## config.mk

```make
export PLATFORM = sky130hd
export DESIGN_NAME = wb_sched
export DESIGN_NICKNAME = d
export VERILOG_FILES = /design/src/rtl/wb_sched_pkg.sv /design/src/rtl/wb_scoreboard.sv /design/src/rtl/wb_sched.sv
export SDC_FILE = /design/constraint.sdc
export NUM_CORES = 1
export LEC_CHECK = 0
export CORE_MARGIN = 4
export CORE_UTILIZATION = 35
export CTS_CLUSTER_DIAMETER = 80
export DETAILED_ROUTE_END_ITERATION = 6
export DONT_BUFFER_PORTS = 1
export PLACE_DENSITY = 0.51
export RECOVER_POWER = 25
export SLEW_MARGIN = 10
export SYNTH_ARGS = -nofsm -noshare
export SYNTH_HDL_FRONTEND = slang
export SYNTH_SLANG_ARGS = --single-unit
```

## constraint.sdc

```tcl
create_clock -name clk -period 3 [get_ports clk]
set_input_delay 0.15 -clock clk [delete_from_list [all_inputs] [get_ports clk]]
set_output_delay 0.15 -clock clk [all_outputs]
set_load 0.05 [all_outputs]
```

## src/rtl/wb_sched_pkg.sv

```systemverilog
// ============================================================================
// Module      : wb_sched_pkg
// Description : Shared definitions for the ZC-RISCV writeback scheduler.
//               Holds the register index width macro, the register count and
//               the producer-select encoding.
// Revision    : 1.0 - initial release
// ============================================================================
`default_nettype none

`ifndef ZCRV_REG_SIZE
`define ZCRV_REG_SIZE 5
`endif

package wb_sched_pkg;

   localparam int unsigned REG_W    = `ZCRV_REG_SIZE;
   localparam int unsigned NUM_REGS = 32;

   // Which producer owns the write port this cycle
   typedef enum logic [1:0] {
      SEL_NONE = 2'd0,
      SEL_ALU  = 2'd1,
      SEL_LSU  = 2'd2,
      SEL_MDU  = 2'd3
   } wb_sel_e;

endpackage

`default_nettype wire

```

## src/rtl/wb_scoreboard.sv

```systemverilog
// ============================================================================
// Module      : wb_scoreboard
// Description : Pending-destination scoreboard for long-latency ops (loads,
//               mul/div). One pending bit per register, x0 never pending.
//               Raises stall_id on RAW (rs1/rs2) or WAW (issue_rd) hazards.
// Ports       : clk, rst_n        - clock, async active-low reset
//               issue_*           - instruction issue from ID
//               id_rs*/id_rs*_en  - ID source operands
//               clr_en, clr_rd    - LSU/MDU writeback transfer
//               stall_id          - decode stall (from registered state only)
// Revision    : 1.0 - initial release
// ============================================================================
`default_nettype none

`ifndef ZCRV_REG_SIZE
`define ZCRV_REG_SIZE 5
`endif

module wb_scoreboard
   import wb_sched_pkg::*;
(
   input  logic                      clk,
   input  logic                      rst_n,
   input  logic                      issue_en,
   input  logic [`ZCRV_REG_SIZE-1:0] issue_rd,
   input  logic                      issue_long,
   input  logic [`ZCRV_REG_SIZE-1:0] id_rs1,
   input  logic [`ZCRV_REG_SIZE-1:0] id_rs2,
   input  logic                      id_rs1_en,
   input  logic                      id_rs2_en,
   input  logic                      clr_en,
   input  logic [`ZCRV_REG_SIZE-1:0] clr_rd,
   output logic                      stall_id
);

   logic [NUM_REGS-1:1] r_pending;
   logic [NUM_REGS-1:0] w_pending;
   logic [NUM_REGS-1:1] w_set_mask;
   logic [NUM_REGS-1:1] w_clr_mask;
   logic                w_set_en;
   logic                w_stall;

   // Bit 0 is tied low so x0 never stalls anything
   assign w_pending = {r_pending, 1'b0};

   assign w_stall = (id_rs1_en & w_pending[id_rs1])
                  | (id_rs2_en & w_pending[id_rs2])
                  | (issue_en  & w_pending[issue_rd]);

   assign w_set_en = issue_en & issue_long & ~w_stall & (issue_rd != '0);

   always_comb begin
      w_set_mask = '0;
      w_clr_mask = '0;
      for (int i = 1; i < NUM_REGS; i++) begin
         w_set_mask[i] = w_set_en & (issue_rd == REG_W'(i));
         w_clr_mask[i] = clr_en   & (clr_rd   == REG_W'(i));
      end
   end

   // Set is applied after clear, so a same-index collision keeps the bit set
   always_ff @(posedge clk or negedge rst_n) begin
      if (!rst_n) begin
         r_pending <= '0;
      end else begin
         r_pending <= (r_pending & ~w_clr_mask) | w_set_mask;
      end
   end

   assign stall_id = w_stall;

endmodule

`default_nettype wire

```

## src/rtl/wb_sched.sv

```systemverilog
// ============================================================================
// Module      : wb_sched
// Description : Writeback scheduler. Arbitrates the single register-file
//               write port between ALU > LSU > MDU (fixed priority), registers
//               the winner onto the WB port and drives the scoreboard.
//               Optional macro ZCRV_WB_AGE_EN adds an MDU starvation counter
//               that masks the LSU for one cycle at STARVE_LIMIT.
// Ports       : clk, rst_n                 - clock, async active-low reset
//               issue_*, id_rs*            - ID issue / source operands
//               stall_id                   - decode stall
//               alu_*, lsu_*, mdu_*        - producer result channels
//               rd_en_to_wb, rd_to_wb,
//               rddata_to_wb               - registered WB write port
// Revision    : 1.0 - initial release
// ============================================================================
`default_nettype none

`ifndef ZCRV_REG_SIZE
`define ZCRV_REG_SIZE 5
`endif

module wb_sched
   import wb_sched_pkg::*;
#(
   parameter int unsigned STARVE_LIMIT = 8
)(
   input  logic                      clk,
   input  logic                      rst_n,
   input  logic                      issue_en,
   input  logic [`ZCRV_REG_SIZE-1:0] issue_rd,
   input  logic                      issue_long,
   input  logic [`ZCRV_REG_SIZE-1:0] id_rs1,
   input  logic [`ZCRV_REG_SIZE-1:0] id_rs2,
   input  logic                      id_rs1_en,
   input  logic                      id_rs2_en,
   output logic                      stall_id,
   input  logic                      alu_valid,
   input  logic [`ZCRV_REG_SIZE-1:0] alu_rd,
   input  logic [31:0]               alu_data,
   input  logic                      lsu_valid,
   input  logic [`ZCRV_REG_SIZE-1:0] lsu_rd,
   input  logic [31:0]               lsu_data,
   output logic                      lsu_ready,
   input  logic                      mdu_valid,
   input  logic [`ZCRV_REG_SIZE-1:0] mdu_rd,
   input  logic [31:0]               mdu_data,
   output logic                      mdu_ready,
   output logic                      rd_en_to_wb,
   output logic [`ZCRV_REG_SIZE-1:0] rd_to_wb,
   output logic [31:0]               rddata_to_wb
);

   wb_sel_e                   w_sel;
   logic [`ZCRV_REG_SIZE-1:0] w_rd;
   logic [31:0]               w_data;
   logic                      w_lsu_mask;
   logic                      r_rd_en;
   logic [`ZCRV_REG_SIZE-1:0] r_rd;
   logic [31:0]               r_data;

   // A zero limit would mask the LSU on every cycle the MDU waits
   if (STARVE_LIMIT < 1) begin : g_limit_degenerate
   end

`ifdef ZCRV_WB_AGE_EN
   localparam int unsigned c_cnt_w = $clog2(STARVE_LIMIT + 1);

   logic [c_cnt_w-1:0] r_starve;

   // Saturates at the limit so the mask persists while the ALU keeps winning
   always_ff @(posedge clk or negedge rst_n) begin
      if (!rst_n) begin
         r_starve <= '0;
      end else if (mdu_valid && mdu_ready) begin
         r_starve <= '0;
      end else if (mdu_valid && (r_starve != c_cnt_w'(STARVE_LIMIT))) begin
         r_starve <= r_starve + 1'b1;
      end
   end

   assign w_lsu_mask = (r_starve == c_cnt_w'(STARVE_LIMIT));
`else
   assign w_lsu_mask = 1'b0;
`endif

   // Grant: ALU is never backpressured, LSU/MDU only see ready when it's idle
   assign lsu_ready = lsu_valid & ~alu_valid & ~w_lsu_mask;
   assign mdu_ready = mdu_valid & ~alu_valid & ~lsu_ready;

   always_comb begin
      w_sel  = SEL_NONE;
      w_rd   = '0;
      w_data = '0;
      if (alu_valid) begin
         w_sel  = SEL_ALU;
         w_rd   = alu_rd;
         w_data = alu_data;
      end else if (lsu_ready) begin
         w_sel  = SEL_LSU;
         w_rd   = lsu_rd;
         w_data = lsu_data;
      end else if (mdu_ready) begin
         w_sel  = SEL_MDU;
         w_rd   = mdu_rd;
         w_data = mdu_data;
      end
   end

   // WB register: rd/data only reload on a grant, enable drops otherwise
   always_ff @(posedge clk or negedge rst_n) begin
      if (!rst_n) begin
         r_rd_en <= 1'b0;
         r_rd    <= '0;
         r_data  <= '0;
      end else begin
         r_rd_en <= (w_sel != SEL_NONE) && (w_rd != '0);
         if (w_sel != SEL_NONE) begin
            r_rd   <= w_rd;
            r_data <= w_data;
         end
      end
   end

   assign rd_en_to_wb  = r_rd_en;
   assign rd_to_wb     = r_rd;
   assign rddata_to_wb = r_data;

   // Long-op destinations retire on the same edge the WB register loads them
   wb_scoreboard u_scoreboard (
      .clk        (clk),
      .rst_n      (rst_n),
      .issue_en   (issue_en),
      .issue_rd   (issue_rd),
      .issue_long (issue_long),
      .id_rs1     (id_rs1),
      .id_rs2     (id_rs2),
      .id_rs1_en  (id_rs1_en),
      .id_rs2_en  (id_rs2_en),
      .clr_en     ((w_sel == SEL_LSU) || (w_sel == SEL_MDU)),
      .clr_rd     (w_rd),
      .stall_id   (stall_id)
   );

endmodule

`default_nettype wire

```

Yosys cells after proc, flatten, opt, wreduce, memory -nomap -nowiden:

Index checks and enable logic that the tools add are counted.
W data, S select, Z words.

* output and inout bits: 41
* register bits: 69
* bits of input ports: 135
* word-level logic and storage cells: 170

* eq/ne operators: 64
* bitwise gates (word level): 79
* reduce and logical (&&, ||, !) cells: 5
* order comparisons: 3
* multiplexer cells: 15

Operator list (number)
* $eq A5 B5 Y1 const B: 32
* $mux W32: 3
* $eq A5 B4 Y1 const B: 16
* $and A1 B1 Y1: 71
* $eq A5 B3 Y1 const B: 8
* $and A31 B31 Y31: 1
* $not A31 Y31: 1
* $or A31 B31 Y31: 1
* $eq A5 B2 Y1 const B: 4
* $lt A5 B6 Y1 const B: 3
* $bmux W1 S5: 3
* $mux W5: 3
* $eq A5 B1 Y1 const B: 2
* $reduce_bool A5 Y1: 2
* $mux W2: 3
* $eq A2 B2 Y1 const B: 2
* $mux W1: 3
* $not A1 Y1: 3
* $or A1 B1 Y1: 2
* $reduce_bool A2 Y1: 1
* $logic_and A1 B1 Y1: 1
* $logic_or A1 B1 Y1: 1

Logic depth before layout (Yosys ltp):

Gate-level depths: netlist (run 1).

* depth in word-level cells: 13
* depth in mapped cells: 9
* depth with buffers taken out: 6

Modules after synthesis:

Synthesis (run 1) repeated with hierarchy kept, for this count alone.

* cells, all modules: 498
* area, all modules: 4704.5 um2

Modules (own cells, without submodules)
* wb_scoreboard: area an instance 2386.0 um2, cells each 246, instances 1
* wb_sched: area an instance 2318.5 um2, cells each 252, instances 1

Worst setup path after synthesis (run 1):

OpenSTA, ideal clock, no wires.

* path type: input to output
* start point: input id_rs2[0]
* end point: output stall_id
* path buffers: 1
* slack: 972 ps
* data arrival time: 1878 ps
* stages on the path: 6
* required time: 2850 ps
* cells stage by stage: buf_2 > mux4_2 > mux2_2 > a211oi_2 > o21ai_2 > or2_1

* cells in the longest elaborated chain, start to end: 5

Ends and longest elaborated chain
* from (decl): RTL line wb_sched.sv:33 `` input logic [`ZCRV_REG_SIZE-1:0] id_rs2, ``
* $bmux W1 S5: RTL line wb_scoreboard.sv:47 `| (id_rs2_en & w_pending[id_rs2])`
* $mux W1 (not written as such): RTL line wb_scoreboard.sv:47
* $and A1 B1 Y1: RTL line wb_scoreboard.sv:47
* $or A1 B1 Y1: RTL line wb_scoreboard.sv:47
* $or A1 B1 Y1: RTL line wb_scoreboard.sv:48 `| (issue_en & w_pending[issue_rd]);`
* to (decl): RTL line wb_sched.sv:36 `output logic stall_id,`

No other way between the ends. The select of a mux whose other input is x is not followed.

Worst setup path after layout (run 1):

* start point: register u_scoreboard.r_pending[23] (netlist name)
* end point: output stall_id

* cells in the longest elaborated chain, start to end: 5
* elaborated cells between the ends (all ways): 11
* those cells by class: mux: 6; bitwise: 5

Ends and longest elaborated chain
* from (decl): RTL line wb_scoreboard.sv:36 `logic [NUM_REGS-1:1] r_pending;`
* from (signal assigned): RTL line wb_scoreboard.sv:66 `r_pending <= (r_pending & ~w_clr_mask) | w_set_mask;`
* $bmux W1 S5 (on tied branches): RTL line wb_scoreboard.sv:46, wb_scoreboard.sv:47
* $mux W1 (on tied branches): RTL line wb_scoreboard.sv:46, wb_scoreboard.sv:47
* $and A1 B1 Y1 (on tied branches): RTL line wb_scoreboard.sv:46, wb_scoreboard.sv:47
* $or A1 B1 Y1: RTL line wb_scoreboard.sv:47
* $or A1 B1 Y1 *: RTL line wb_scoreboard.sv:48

Every way passes the cells marked *; elsewhere a longest branch is shown, timed or not. The select of a mux whose other input is x is not followed.

==> results of run 1 <==
[layout make-up]
type                            instances  area share (%)
Clock buffer                            9            4.63
Inverter                                7           0.540
Clock inverter                          7            1.03
Multi-Input combinational cell        333            49.6
Antenna cell                            1          0.0514
Sequential cell                        69            35.5
Tap cell                              168            4.32
Timing Repair Buffer                   23            4.37
[where the power goes]
part	switching (µW)	total (µW)	internal, µW
sequential	292	1340	1050
combinational	279	528	249
clock	430	991	560
[registers in the layout (all words and copies together) (netlist names)]
name and flops:
rd_to_wb 5, rddata_to_wb 32, rd_en_to_wb 1, u_scoreboard.r_pending 31
[kinds of logic (layout without fill, tap and decap cells)]
logic type / Yosys count / count (layout) / synth area share (%)
AOI/OAI and AO/OA: 188 / 188 / 31.3
buffers and inverters: 44 / 46 / 4.65
DFF: 69 / 69 / 39.8
muxes: 33 / 33 / 12.1
other: 0 / 1 / 0
and+or+nand+nor: 112 / 112 / 12.1
[worst max-delay path by stage]
| stage | startpoint | endpoint | cells after the start |
|---|---|---|---|
| 3_5_place_dp | u_scoreboard.r_pending[23] | u_scoreboard.r_pending[6] | 6 |
| 2_1_floorplan | id_rs2[0] | stall_id | 6 |
| 4_1_cts | u_scoreboard.r_pending[23] | stall_id | 5 |
| 5_1_grt | u_scoreboard.r_pending[23] | stall_id | 5 |
| 3_3_place_gp | u_scoreboard.r_pending[21] | u_scoreboard.r_pending[23] | 6 |
| 6_report | u_scoreboard.r_pending[23] | stall_id | 5 |
[critical path, stage by stage, from the launching register on]
cell	delay (ns)
dfrtp_1	0.40
mux4_2	0.47
mux2_2	0.30
a211oi_2	0.30
o21ai_4	0.17
or2_1	0.45
[cell usage after synthesis (10+ instances only)]
library cell  number
dfrtp_1           69
nand2_1           53
o21ai_0           45
o22ai_1           42
o31ai_2           30
a22oi_1           24
a21oi_1           23
clkbuf_1          22
mux4_2            15
nor2_1            15
mux2i_1           12
buf_2             11
nor2b_1           10
[metal layers]
| layer | share of wire (%) | global-route usage, % | routed length [µm] | vias up |
|---|---|---|---|---|
| li1 | - | - | - | 1709 |
| met4 | 1.4 | 5.65 | 202 | 0 |
| met5 | 0 | 0 | 0 | - |
| met2 | 51 | 35.4 | 7400 | 181 |
| met3 | 7.3 | 4.84 | 1060 | 19 |
| met1 | 40 | 24.5 | 5720 | 1897 |
[stage by stage]
| step | power, µW | util [%] | hold slack [ns] | cell area [µm²] |
|---|---|---|---|---|
| finish | 2860 | 40.4 | 0.0122 | 4870 |
| global route | 2980 | 40.4 | 0.0161 | 4870 |
| CTS | 2880 | 40.5 | 0.00379 | 4890 |
| detailed placement | 1840 | 36.6 | -0.144 | 4420 |
| global placement | 1830 | 36.6 | -0.144 | 4420 |
| floorplan | 1750 | - | -0.146 | 4330 |
[repair_timing]
action	in CTS	in global routing
gates resized for setup	0	0
endpoints found under the setup margin	0	0
hold buffers	18	0
endpoints found under the hold margin	84	0
==> results.sh, run 1 <==
export IMPL_synth_top_cell_area_share_pct=39.8
export IMPL_place_ws_ns=0.733
export IMPL_die_area_um2=14200
export IMPL_synth_seq_area_share_pct=39.8
export IMPL_drtAntennaViolNets=0
export IMPL_syn_inst=446
export IMPL_violations="capacitance limit, slew limit"
export IMPL_ir_drop_mv=0.237
export IMPL_cts_sinks=69
export IMPL_hold_viol_final=0
export IMPL_hold_depth=2
export IMPL_p_leak_uw=0.00184
export IMPL_syn_area_per_cell_um2=9.72
export IMPL_synth_top_area_cell="dfrtp_1"
export IMPL_multi_input_area_um2=2410
export IMPL_antenna_found_initial=1
export IMPL_timing_rr_end="u_scoreboard.r_pending[6]"
export IMPL_overflow=0
export IMPL_fin_setup_tns_ns=0
export IMPL_min_from="alu_data[12]"
export IMPL_outcome="finished with violations"
export IMPL_initial_utilization_pct=35.9
export IMPL_cp_max_fo=10
export IMPL_clock_latency_ns=0.33
export IMPL_arrival_ns=2.43
export IMPL_synth_area_top_cells="dfrtp_1, o31ai_2, mux4_2"
export IMPL_setup_violations=0
export IMPL_fmax_mhz=388
export IMPL_h_tree_depth=3
export IMPL_register_area_um2=1730
export IMPL_synth_net_count=581
export IMPL_worst_slack_ns=0.423
export IMPL_cts_tree="built"
export IMPL_worst_pin_slew_ns=1.78
export IMPL_routedWlPerCell_um=23.3
export IMPL_ios=176
export IMPL_core_area_um2=12100
export IMPL_portBuffers=0
export IMPL_wl_um=14400
export IMPL_drtPass1Iterations=5
export IMPL_crit_path_start_kind="register"
export IMPL_power_density_nw_per_um2=587
export IMPL_min_period_over_period_pct=85.9
export IMPL_dp_cells=582
export IMPL_final_common_cell="dfrtp_1"
export IMPL_synth_edf_count=0
export IMPL_final_cells=617
export IMPL_vias_per_cell=6.17
export IMPL_syn_to_final_growth_pct=12.3
export IMPL_nFillCells=1182
export IMPL_finalCriticalPeriod_ns=2.58
export IMPL_netlist_area_um2=4330
export IMPL_synth_top_flop_cell="dfrtp_1"
export IMPL_synthArstFlopShare_pct=100
export IMPL_rr_startpoint="u_scoreboard.r_pending[23]"
export IMPL_ys_warn_count=0
export IMPL_synth_cell_types=44
export IMPL_fin_worst_skew_ns=0.00660
export IMPL_rsz0062_at_grt="false"
export IMPL_end_kind="primary output"
export IMPL_die_h_um=119
export IMPL_r2r_slack_ns=0.70
export IMPL_slew_viol_final=70
export IMPL_drive_above_1_share_pct=18.1
export IMPL_synth_seq_cells=69
export IMPL_clockRootBuffer="clkbuf_16"
export IMPL_grtUsageTotal_pct=20.1
export IMPL_gp_congestion=0.945
export IMPL_row_count=40
export IMPL_drv_cap=1
export IMPL_crit_type="reg2out"
export IMPL_hpwl_um=10500
export IMPL_worstHoldPathType="in2reg"
export IMPL_route_detailed_drc=0
export IMPL_drt_iter0_markers=262
export IMPL_mostFrequentLayoutCells="dfrtp_1, nand2_1, o21ai_0"
export IMPL_grt_pass1_wl_um=22400
export IMPL_vias=3806
export IMPL_min_to="rddata_to_wb[12]"
export IMPL_grt_pass1_vias=3932
export IMPL_grt_max_degree=70
export IMPL_maxSlewHeadroom_pct=-18.3
export IMPL_crit_required_ns=2.85
export IMPL_cts_buffers=9
export IMPL_postCtsSetupBuffers=0
export IMPL_nets=578
export IMPL_worst_r2r_cell_count=6
export IMPL_clockBufferDepth=2
export IMPL_die_w_um=119
export IMPL_clkSlewWorstSetupHoldPaths_ns=0.06
Note: power is estimated with default switching activity, not from simulation.
==> inputs of run 2 (changes only) <==
Settings changed: PLACE_DENSITY 0.51 to 0.53.
Clock period 3 ns to 2.2 ns, I/O delays scaled along.
==> results.sh, run 2 (synthesis gave the netlist of run 1 again) <==
export IMPL_clock_latency_ns=0.34
export IMPL_hold_slack_ns=0.0175
export IMPL_slew_viol_final=70
export IMPL_gp_congestion=0.914
export IMPL_die_area_um2=14200
export IMPL_drt_iter0_markers=267
export IMPL_min_period_over_period_pct=111
export IMPL_antenna_found_initial=0
export IMPL_drtAntennaViolNets=0
export IMPL_end_kind="primary output"
export IMPL_nFillCells=1085
export IMPL_fmax_mhz=409
export IMPL_drive_above_1_share_pct=18.9
export IMPL_overflow=0
export IMPL_mostFrequentLayoutCells="dfrtp_1, dlygate4sd3_1, nand2_1"
export IMPL_route_detailed_drc=0
export IMPL_final_cells=676
export IMPL_grt_pass1_vias=4214
export IMPL_clockRootBuffer="clkbuf_16"
export IMPL_cts_sinks=69
export IMPL_syn_to_final_growth_pct=35.3
export IMPL_routedWlPerCell_um=23.0
export IMPL_rsz0062_at_grt="true"
export IMPL_dp_cells=590
export IMPL_worst_pin_slew_ns=1.59
export IMPL_outcome="finished with violations"
export IMPL_final_common_cell="dfrtp_1"
export IMPL_die_h_um=119
export IMPL_crit_type="reg2out"
export IMPL_cp_max_fo=4
export IMPL_ir_drop_mv=0.504
export IMPL_drv_cap=1
export IMPL_grt_max_degree=70
export IMPL_cts_tree="built"
export IMPL_grtUsageTotal_pct=21.2
export IMPL_diodes=0
export IMPL_total_power_uw=4560
export IMPL_setup_violations=30
export IMPL_min_from="mdu_data[5]"
export IMPL_worst_slack_ns=-0.243
export IMPL_row_count=40
export IMPL_rr_startpoint="u_scoreboard.r_pending[9]"
export IMPL_violations="capacitance limit, slew limit, setup timing"
export IMPL_hpwl_um=10500
export IMPL_largest_reg_flops=32
export IMPL_finish_utilization_pct=48.6
export IMPL_wl_um=15600
export IMPL_worstHoldPathType="in2reg"
export IMPL_ios=176
export IMPL_arrival_ns=2.33
export IMPL_die_w_um=119
export IMPL_clkSlewWorstSetupHoldPaths_ns=0.05
export IMPL_nets=638
export IMPL_portBuffers=0
export IMPL_drtPass1Iterations=5
export IMPL_multi_input_area_um2=2670
export IMPL_crit_required_ns=2.09
export IMPL_register_area_um2=1730
export IMPL_finalCriticalPeriod_ns=2.44
export IMPL_h_tree_depth=3
export IMPL_crit_path_start_kind="register"
export IMPL_grt_pass1_wl_um=23400
export IMPL_p_leak_uw=0.00221
export IMPL_cts_buffers=9
export IMPL_maxSlewHeadroom_pct=-6.17
export IMPL_vias_per_cell=6.09
export IMPL_core_area_um2=12100
export IMPL_startpoint="u_scoreboard.r_pending[9]"
export IMPL_clockBufferDepth=2
export IMPL_vias=4120
export IMPL_initial_utilization_pct=35.9
export IMPL_hold_viol_final=0
export IMPL_fin_worst_skew_ns=0.0129
export IMPL_power_density_nw_per_um2=778
run 2: repair_timing:
item / 4_1_cts / 5_1_grt
resized for setup: 5 / 40
setup buffers: 1 / 1
setup endpoints to repair: 1 / 30
hold buffers: 66 / 0
endpoints found under the hold margin: 107 / 0
pin swaps: 2 / 2
cloned: 0 / 2
run 2: layout make-up:
type                    instances  area share [%]
clock buffers                  10            4.07
repair buffers                 83            15.0
clock inverters                 6            1.88
flip-flops and latches         69            29.4
inverters                       7           0.448
multi-input cells             333            45.6
well taps                     168            3.58
run 2: where the power goes:
| part | internal [µW] | leakage, µW | total, µW | switching [µW] |
|---|---|---|---|---|
| logic | 545 | 0.00120 | 1040 | 491 |
| clock network | 1140 | 0.000165 | 1700 | 564 |
| registers | 1430 | 0.000850 | 1830 | 401 |
run 2: final timing paths:
kind                                              end  slack, ns  cells after the start
max reg2reg                u_scoreboard.r_pending[12]      -0.17                      9
min in group asynchronous            rddata_to_wb[27]       0.73                      2
max in group asynchronous   u_scoreboard.r_pending[4]       0.51                      2
min reg2reg                u_scoreboard.r_pending[20]       0.60                      2
max                                          stall_id      -0.24                      7
min                                   rddata_to_wb[5]       0.02                      2
run 2: metrics by stage:
| stage | cell area [µm²] | TNS (ns) | worst slack [ns] |
|---|---|---|---|
| global route | 5870 | -6.43 | -0.321 |
| detailed placement | 4490 | 0 | 0.0417 |
| finish | 5870 | -4.41 | -0.243 |
| global placement | 4490 | 0 | 0.0820 |
| CTS | 5540 | -0.183 | -0.183 |
| floorplan | 4330 | 0 | 0.229 |
run 2: layer usage:
metal	global-route usage (%)	wire [µm]
met1	25.4	5860
met2	36.1	7820
met3	7.12	1550
met4	6.23	328
met5	0	0
run 2: critical path, cell delays in order (launching register included):
cell and delay (ns):
dfrtp_1 0.41, mux4_2 0.49, o21ai_0 0.25, o221ai_1 0.16, o211ai_1 0.17, o21ai_4 0.12, or2_4 0.25, buf_12 0.15
